==> config.mk <==
export PLATFORM = sky130hd
export DESIGN_NAME = vx_lane_dispatch_flat
export DESIGN_NICKNAME = d
export VERILOG_FILES = /design/src/rtl/vx_dispatch_pkg.sv /design/src/rtl/vx_lane_dispatch_if.sv /design/src/rtl/vx_lane_dispatch_penc.sv /design/src/rtl/vx_lane_dispatch.sv /design/src/flat_wrapper.sv
export SDC_FILE = /design/constraint.sdc
export NUM_CORES = 1
export LEC_CHECK = 0
export BUFFER_PORTS_ARGS = -buffer_cell sky130_fd_sc_hd__buf_2
export CORE_AREA = 8 8 326 328
export CTS_CLUSTER_SIZE = 30
export DETAILED_ROUTE_END_ITERATION = 7
export DIE_AREA = 0 0 334 336
export SLEW_MARGIN = 10
export SYNTH_ARGS = -nofsm -noshare
export SYNTH_HDL_FRONTEND = slang
export SYNTH_HIERARCHICAL = 1
export SYNTH_SLANG_ARGS = --single-unit
==> constraint.sdc <==
create_clock -name clk -period 122.1 [get_ports clk]
set_input_delay 18.315 -clock clk [delete_from_list [all_inputs] [get_ports clk]]
set_output_delay 18.315 -clock clk [all_outputs]
set_load 0.02 [all_outputs]
==> src/rtl/vx_dispatch_pkg.sv <==
// Shared types for the lane dispatcher: full-warp issue packet, lane-sliced execute packet,
// and the batch-count / batch-index width derivations.
`ifndef NUM_THREADS
`define NUM_THREADS 4
`endif
`ifndef XLEN
`define XLEN 32
`endif
`ifndef UUID_WIDTH
`define UUID_WIDTH 44
`endif
`ifndef NW_WIDTH
`define NW_WIDTH 2
`endif
`ifndef INST_ALU_BITS
`define INST_ALU_BITS 4
`endif
`ifndef INST_MOD_BITS
`define INST_MOD_BITS 3
`endif
`ifndef NR_BITS
`define NR_BITS 5
`endif
`ifndef LOG2UP
`define LOG2UP(x) (((x) > 1) ? $clog2(x) : 1)
`endif
`ifndef NT_WIDTH
`define NT_WIDTH `LOG2UP(`NUM_THREADS)
`endif

package vx_dispatch_pkg;

    localparam int DISP_THREADS   = `NUM_THREADS;
    localparam int DISP_LANES     = 2;
    localparam int DISP_BATCH_CNT = DISP_THREADS / DISP_LANES;
    localparam int DISP_PID_WIDTH = `LOG2UP(DISP_BATCH_CNT);

    typedef logic [`UUID_WIDTH-1:0]    uuid_t;
    typedef logic [`NW_WIDTH-1:0]      wid_t;
    typedef logic [`INST_ALU_BITS-1:0] op_type_t;
    typedef logic [`INST_MOD_BITS-1:0] op_mod_t;
    typedef logic [`XLEN-1:0]          word_t;
    typedef logic [`NR_BITS-1:0]       reg_t;
    typedef logic [`NT_WIDTH-1:0]      tid_t;
    typedef logic [DISP_PID_WIDTH-1:0] pid_t;

    typedef enum logic {
        ST_IDLE,
        ST_SEND
    } disp_state_e;

    typedef struct packed {
        uuid_t                     uuid;
        wid_t                      wid;
        logic [DISP_THREADS-1:0]   tmask;
        op_type_t                  op_type;
        op_mod_t                   op_mod;
        logic                      use_pc;
        logic                      use_imm;
        word_t                     pc;
        word_t                     imm;
        reg_t                      rd;
        logic                      wb;
        tid_t                      tid;
        word_t [DISP_THREADS-1:0]  rs1_data;
        word_t [DISP_THREADS-1:0]  rs2_data;
        word_t [DISP_THREADS-1:0]  rs3_data;
    } issue_data_t;

    typedef struct packed {
        uuid_t                     uuid;
        wid_t                      wid;
        logic [DISP_LANES-1:0]     tmask;
        op_type_t                  op_type;
        op_mod_t                   op_mod;
        logic                      use_pc;
        logic                      use_imm;
        word_t                     pc;
        word_t                     imm;
        reg_t                      rd;
        logic                      wb;
        tid_t                      tid;
        word_t [DISP_LANES-1:0]    rs1_data;
        word_t [DISP_LANES-1:0]    rs2_data;
        word_t [DISP_LANES-1:0]    rs3_data;
        pid_t                      pid;
        logic                      sop;
        logic                      eop;
    } exec_data_t;

endpackage

==> src/rtl/vx_lane_dispatch_if.sv <==
// Issue-side and execute-side handshakes of the lane dispatcher; slave is the dispatcher view.
interface vx_lane_dispatch_if;
    import vx_dispatch_pkg::*;

    logic        in_valid;
    issue_data_t in_data;
    logic        in_ready;
    logic        out_valid;
    exec_data_t  out_data;
    logic        out_ready;

    modport master (
        output in_valid, in_data, out_ready,
        input  in_ready, out_valid, out_data
    );

    modport slave (
        input  in_valid, in_data, out_ready,
        output in_ready, out_valid, out_data
    );
endinterface

==> src/rtl/vx_lane_dispatch_penc.sv <==
// Lowest-set-bit priority encoder; valid_out flags a non-zero input.
module VX_priority_encoder #(
    parameter int N  = 2,
    parameter int LN = `LOG2UP(N)
) (
    input  logic [N-1:0]  data_in,
    output logic [LN-1:0] index,
    output logic          valid_out
);
    always_comb begin
        index     = '0;
        valid_out = |data_in;
        for (int i = N - 1; i >= 0; i--) begin
            if (data_in[i]) index = LN'(i);
        end
    end
endmodule

==> src/rtl/vx_lane_dispatch.sv <==
// Splits one full-warp issue packet into NUM_LANES-wide execute packets, skipping empty
// batches, with a registered output and no bubble between consecutive packets.
module vx_lane_dispatch
    import vx_dispatch_pkg::*;
#(
    parameter int NUM_THREADS = `NUM_THREADS,
    parameter int NUM_LANES   = 2
) (
    input  logic              clk,
    input  logic              reset_n,
    vx_lane_dispatch_if.slave bus
);
    localparam int BATCH_CNT = NUM_THREADS / NUM_LANES;
    localparam int PID_WIDTH = `LOG2UP(BATCH_CNT);

    if ((NUM_THREADS % NUM_LANES) != 0) begin : g_bad_ratio
        $error("NUM_THREADS must be a multiple of NUM_LANES");
    end
    if (NUM_THREADS != DISP_THREADS || NUM_LANES != DISP_LANES) begin : g_bad_pkg
        $error("vx_dispatch_pkg packet types do not match NUM_THREADS/NUM_LANES");
    end

    function automatic logic [BATCH_CNT-1:0] onehot(logic [PID_WIDTH-1:0] p);
        logic [BATCH_CNT-1:0] oh;
        oh    = '0;
        oh[p] = 1'b1;
        return oh;
    endfunction

    function automatic exec_data_t lane_slice(issue_data_t d, logic [PID_WIDTH-1:0] p);
        exec_data_t e;
        e         = '0;
        e.uuid    = d.uuid;
        e.wid     = d.wid;
        e.op_type = d.op_type;
        e.op_mod  = d.op_mod;
        e.use_pc  = d.use_pc;
        e.use_imm = d.use_imm;
        e.pc      = d.pc;
        e.imm     = d.imm;
        e.rd      = d.rd;
        e.wb      = d.wb;
        e.tid     = d.tid;
        for (int l = 0; l < NUM_LANES; l++) begin
            e.tmask[l]    = d.tmask[int'(p) * NUM_LANES + l];
            e.rs1_data[l] = d.rs1_data[int'(p) * NUM_LANES + l];
            e.rs2_data[l] = d.rs2_data[int'(p) * NUM_LANES + l];
            e.rs3_data[l] = d.rs3_data[int'(p) * NUM_LANES + l];
        end
        return e;
    endfunction

    disp_state_e          state_q, state_d;
    logic [BATCH_CNT-1:0] pend_q, pend_d, pend_in, src_pend;
    logic [PID_WIDTH-1:0] pid_q, pid_d, pid_nxt;
    logic                 sop_q, sop_d, eop_q, eop_d;
    logic                 pid_found, accept, fire, load;
    issue_data_t          data_q, data_d, src_data;
    exec_data_t           lane_q, lane_d;

    assign fire         = (state_q == ST_SEND) && bus.out_ready;
    assign bus.in_ready = (state_q == ST_IDLE) || (bus.out_ready && eop_q);
    assign accept       = bus.in_valid && bus.in_ready;
    assign load         = accept || (fire && !eop_q);
    assign bus.out_valid = (state_q == ST_SEND);

    // An all-zero mask still produces one packet so the instruction retires.
    always_comb begin
        for (int b = 0; b < BATCH_CNT; b++) begin
            pend_in[b] = 1'b0;
            for (int l = 0; l < NUM_LANES; l++) begin
                pend_in[b] = pend_in[b] | bus.in_data.tmask[b * NUM_LANES + l];
            end
        end
        if (pend_in == '0) pend_in = BATCH_CNT'(1);
        src_pend = accept ? pend_in : (pend_q & ~onehot(pid_q));
        src_data = accept ? bus.in_data : data_q;
    end

    VX_priority_encoder #(
        .N  (BATCH_CNT),
        .LN (PID_WIDTH)
    ) u_pid_enc (
        .data_in   (src_pend),
        .index     (pid_nxt),
        .valid_out (pid_found)
    );

    always_comb begin
        state_d = state_q;
        pend_d  = pend_q;
        pid_d   = pid_q;
        sop_d   = sop_q;
        eop_d   = eop_q;
        data_d  = data_q;
        lane_d  = lane_q;
        if (load) begin
            state_d = ST_SEND;
            pend_d  = src_pend;
            pid_d   = pid_found ? pid_nxt : '0;
            sop_d   = accept;
            eop_d   = ((src_pend & ~onehot(pid_d)) == '0);
            data_d  = src_data;
            lane_d  = lane_slice(src_data, pid_d);
        end else if (fire) begin
            state_d = ST_IDLE;
            pend_d  = '0;
        end
    end

    always_comb begin
        bus.out_data     = lane_q;
        bus.out_data.pid = pid_t'(pid_q);
        bus.out_data.sop = sop_q;
        bus.out_data.eop = eop_q;
    end

    always_ff @(posedge clk) begin
        if (!reset_n) begin
            state_q <= ST_IDLE;
            pend_q  <= '0;
            pid_q   <= '0;
            sop_q   <= 1'b0;
            eop_q   <= 1'b0;
        end else begin
            state_q <= state_d;
            pend_q  <= pend_d;
            pid_q   <= pid_d;
            sop_q   <= sop_d;
            eop_q   <= eop_d;
        end
    end

    always_ff @(posedge clk) begin
        data_q <= data_d;
        lane_q <= lane_d;
    end
endmodule

==> src/flat_wrapper.sv <==
// flat-port wrapper written by rule: the top's interface ports become plain ports
module vx_lane_dispatch_flat import vx_dispatch_pkg::*;
#(
    parameter int NUM_THREADS = `NUM_THREADS,
    parameter int NUM_LANES   = 2
)
  (clk, reset_n, bus_in_valid, bus_in_data, bus_out_ready, bus_in_ready, bus_out_valid, bus_out_data);
  vx_lane_dispatch_if bus_i ();
  input  logic clk;
  input  logic reset_n;
  input wire logic [$bits(bus_i.in_valid)-1:0] bus_in_valid;
  input wire logic [$bits(bus_i.in_data)-1:0] bus_in_data;
  input wire logic [$bits(bus_i.out_ready)-1:0] bus_out_ready;
  output wire logic [$bits(bus_i.in_ready)-1:0] bus_in_ready;
  output wire logic [$bits(bus_i.out_valid)-1:0] bus_out_valid;
  output wire logic [$bits(bus_i.out_data)-1:0] bus_out_data;
  assign bus_i.in_valid = bus_in_valid;
  assign bus_i.in_data = bus_in_data;
  assign bus_i.out_ready = bus_out_ready;
  assign bus_in_ready = bus_i.in_ready;
  assign bus_out_valid = bus_i.out_valid;
  assign bus_out_data = bus_i.out_data;
  vx_lane_dispatch #(.NUM_THREADS(NUM_THREADS), .NUM_LANES(NUM_LANES)) u_core (.clk(clk), .reset_n(reset_n), .bus(bus_i));
endmodule
Yosys cells after proc, flatten, opt, wreduce, memory -nomap -nowiden
Index checks and enable logic that the tools add are counted.

word-level totals
  flip-flop bits (word level) = 715
  bits in latches = 0
  RAM bits = 0
  memory bits (read-only) = 0
  input port bits = 519
  output and inout bits = 326
  word-level logic and storage cells = 98
  memories kept = 0

cells by class
  add/sub/neg operators = 1
  multiply operators = 0
  div/mod/pow operators = 0
  $lt $le $gt $ge = 6
  equal/unequal tests = 0
  shifts and indexed selects = 0
  multiplexer cells = 34
  bitwise operators = 7
  reduce and logical (&&, ||, !) cells = 14

operators by type and width
  kind                 number
  $mux 469             1
  $mux 32              12
  $bmux 32 s2          3
  $lt 32x4->1 const B  1
  $mux 1               11
  $mux 2               4
  $logic_and 1x1->1    6
  $and 2x2->2          2
  $logic_not 2->1      2
  $lt 1x2->1 const B   2
  $not 2->2            2
  $add 2x1->3 const B  1
  $lt 2x3->1 const B   1
  $bmux 1 s2           1
  $demux 1 s1          2
  $ge 1x1->1 const B   2
  $logic_or 1x1->1     2
  $or 1x1->1           2
  $reduce_and 2->1     1
  $reduce_bool 2->1    1
  $reduce_or 2->1      1
  $logic_not 1->1      1
  $not 1->1            1

Depth between registers and ports, before layout
  depth after elaboration = 17
  gate-level depth with buffers = 14
  depth with buffers taken out = 9

Hierarchy
Netlist, hierarchy kept.

modules (own cells, without submodules)
  module               instances  cells an instance  area each (µm²)  sequential area each (µm²)
  vx_lane_dispatch     1          2371               32347.3          21410.5
  VX_priority_encoder  1          2                  12.5             0.0

Worst setup path before layout
No wires, ideal clock.

  path kind = input port to flip-flop
  from = input bus_out_ready
  to = register u_core.pid_q
  setup time = 0.173 ns
  arrival time = 62.859 ns
  data required time = 121.927 ns
  path slack = 59.068 ns
  stages on the path = 4
  path buffers = 0
  cell sequence = nand2b_1 -> a21boi_0 -> mux2i_1 -> nor2b_1

between the ends
  elaborated cells on any way between the ends = 11
  those cells by class = mux: 4; reduce/logical: 7

RTL lines
  item                  RTL line                 text
  from (decl)           flat_wrapper.sv:13       input wire logic [$bits(bus_i.out_ready)-1:0] bus_out_ready;
  $logic_and 1x1->1     vx_lane_dispatch.sv:62   assign bus.in_ready = (state_q == ST_IDLE) || (bus.out_ready && eop_q);
  $logic_or 1x1->1      vx_lane_dispatch.sv:62
  $logic_and 1x1->1     vx_lane_dispatch.sv:63   assign accept = bus.in_valid && bus.in_ready;
  $logic_or 1x1->1 *    vx_lane_dispatch.sv:64   assign load = accept || (fire && !eop_q);
  via u_core.load       vx_lane_dispatch.sv:57   logic pid_found, accept, fire, load;
  to (signal assigned)  vx_lane_dispatch.sv:128  pid_q <= pid_d;
  to (decl)             vx_lane_dispatch.sv:55   logic [PID_WIDTH-1:0] pid_q, pid_d, pid_nxt;

The timed path passes the listed nets; every way through them passes the cells marked *.
A chain may end at the register's enable or synchronous reset.

Final worst setup path
  from = input bus_out_ready
  to = output bus_in_ready

between the ends
  word-level cells in the longest chain between the ends = 2

RTL lines
  item               RTL line                text
  $logic_and 1x1->1  vx_lane_dispatch.sv:62
  $logic_or 1x1->1   vx_lane_dispatch.sv:62
  to (decl)          flat_wrapper.sv:14      output wire logic [$bits(bus_i.in_ready)-1:0] bus_in_ready;

No other way between the ends.

==> metrics.md <==
| Metric | Value |
|---|---|
| Status | complete, no violations |
| Placed Instances | about 4,300 |
| Drt total wl | ~94,000 um |
| Worst setup margin | 84,900 ps |
| Dpl ws | ~85,000 ps |
| Fin util | 0.3878 |
| Initial antenna violation count | 53 |
| Distinct cells, synth | 26 |
| IO Count | 845 |
| Slew @ Worst Pin | around 1200 ps |
| Worst hold slack | about 520 ps |
| Pwr Total | just under 0.7 mW |
| CP max-delay cell | a21bo_2 |
| Global placer's final weighted congestion | roughly 0.86 |
| Critical Path Sink Type | output port |
| Starting Density | 0.3204 |
| CP peak stage delay | approximately 260 ps |
| # setup viols final | 0 |
| DP Wirelength | about 67,000 um |
| Most frequent cells in the layout | 1,167 x nand2_1, 844 x buf_2, 709 x edfxtp_1 |
| CP cell instances | buf_2 > a21bo_2 > buf_2 |
| Crit Path Class | in2out |
| Worst-Skew Late Latency | 660 ps |
| Syn. warnings | 6 |
| Share of layout cells above drive strength 1 | 0.3760 |
| Rows | around 120 |
| Max Cap Violations | 0 |
| Seq/Total Area, Yosys | 0.6616 |
| Placed cell area | ~36,000 um2 |
| Leak | 16.49 nW |
| Die Y | between 300 and 400 um |
| Design area | 39,180 um2 |
| Area contributors post-synth | edfxtp_1 66%, nand2_1 14%, mux4_2 14% |
| Max rail drop VDD | ~0.00001 V |
| First-pass DRT Iterations | 5 |
| Largest net degree at the start of global routing | around 180 |
| Critical Path AT | ~19,000 ps |
| Vias | 20,719 |
| # nets final | 3,578 |
| FILL cells | 9,649 |
| Routed wire per std cell | around 21 um |
| Setup TNS | 0 ps |
| CTS resizes | 0 |
| Synth Cell Area | between 30,000 and 40,000 um2 |
| Worst min-delay path class | reg2reg |
| Most common cell after layout, fill and taps aside | nand2_1 |
| CTS sink cnt | 715 |
| Synth Net Count | between 2,000 and 3,000 |
| Area Growth Syn to Fin | 21.06% |
| Vias per inst | roughly 4.6 |
| First DRT Iteration DRCs | roughly 1,800 |
| Die ar. | about 110,000 um2 |
| Worst-path maximum fanout | 3 |
| Max_slew headroom | 0.2037 |
| DRC violation count after routing | 0 |
| Synth area leader | edfxtp_1 |
| Worst Skew | approximately 29 ps |
| Antenna Nets Post-Route | 0 |
| Post-Syn Instances | 2,373 |
| Synthesized flop and latch total | 715 |
| Postcts setup bufs | 0 |
| Pwr/cell area | approximately 17 nW/um2 |
| CTS Hold Bufs | 0 |
| Max Clk Rate | 0.02689 GHz |
| IO buf count | 844 |
| Yosys top cell area share | 0.6579 |
| Startpoint types | input pin |
| CP most frequent cell | buf_2 |
| Syn_area_per_cell | between 10 and 15 um2 |
| Fin. Hold Viols | 0 |
| Clk pin slew, worst setup/hold paths | roughly 60 ps |
| Final cell count without fillers | 4,470 |
| CORE AREA | a little over 100,000 um2 |
| Global route overflow | 0 |
| TritonCTS clock tree | built |
| Clock Tree Buf Depth | 3 |
| Overall routing resource usage | 0.1600 |
| CTS root buf | clkbuf_16 |
| Slew Viols, Final | 0 |
| Number of global-route vias before repair | between 20,000 and 25,000 |
| Period minus WS final | about 37,000 ps |
| Worst EP required | 103,780 ps |
| DIE WIDTH | between 300 and 400 um |
| First-pass GRT wire length | between 100,000 and 150,000 um |
| H-tree lvl count | 3 |
| Fin crit share | 0.3046 |
| Unrepaired setup endpoints after global routing | false |
| Num CTS Buffers | just over 80 |
[state kept, by name, summed over array words and instances (netlist names)]
signal,count
u_core/bus.out_data,194
u_core/bus.out_valid,1
u_core/data_q,515
u_core/eop_q,1
u_core/pend_q,2
u_core/pid_q,1
u_core/sop_q,1
[synth_stat cells]
library cell,number
mux4_2,194
buf_4,136
nand3_1,4
nand3b_1,1
nor3b_1,1
inv_1,1
nand2_2,1
a21boi_0,2
buf_2,62
or2_1,1
a21oi_1,1
mux2i_1,1
edfxtp_1,709
o2111ai_1,4
nand2_1,1168
nor3_1,1
dfxtp_1,6
a21bo_2,1
buf_6,55
nor2b_1,3
nor2_1,3
inv_2,1
clkbuf_1,8
o21ai_0,5
nand2b_1,3
and2_1,1
[metal layers]
metal / GRT usage / routed length, um / part of all wire / vias to the layer above
met4: 0.1003 / 5295 / 0.056 / 28
met5: 0 / 196 / 0.0021 / -
met1: 0.1724 / 33620 / 0.36 / 10070
met2: 0.2665 / 46590 / 0.50 / 717
li1: - / - / - / 9697
met3: 0.05997 / 8361 / 0.089 / 207
[layout make-up]
cell class	count	area (um2)	share of cell area
clock buffer	101	2123	0.05420
inverter	2	15.01	0.0003833
tap	1309	1638	0.04181
timing repair buffer	864	4424	0.1129
sequential	715	21410	0.5465
antenna	33	82.58	0.002108
clock inverter	51	490.5	0.01252
multi-input combinational	1395	8991	0.2295
[cells by family after synthesis]
logic type,after synthesis,share of synthesized area
AO/OA/AOI/OAI,13,0.002783
multiplexers,195,0.1353
flip-flops,715,0.6616
AND/OR/NAND/NOR,1187,0.1388
buffers and inverters,263,0.06144
[power breakdown]
part	total, mW	switching [mW]	internal (mW)
sequential	0.327	0.0131	0.314
clock	0.242	0.105	0.138
combinational	0.107	0.0663	0.0406
[path summary, 6_finish.rpt]
kind,startpoint,to,slack [ps],depth (start not counted)
max,bus_out_ready,bus_in_ready,84900,3
min,u_core/pend_q[0],u_core/pend_q[0],520,2
max reg2reg,u_core/bus.out_valid,u_core/bus.out_data[58],117500,6
min reg2reg,u_core/pend_q[0],u_core/pend_q[0],520,2
[worst max-delay path: cells and delay by family]
family / cells / cell delay [ps]
buffers and inverters: 2 / 300
AOI/OAI and AO/OA: 1 / 260
(Power assumes the default switching activity.)
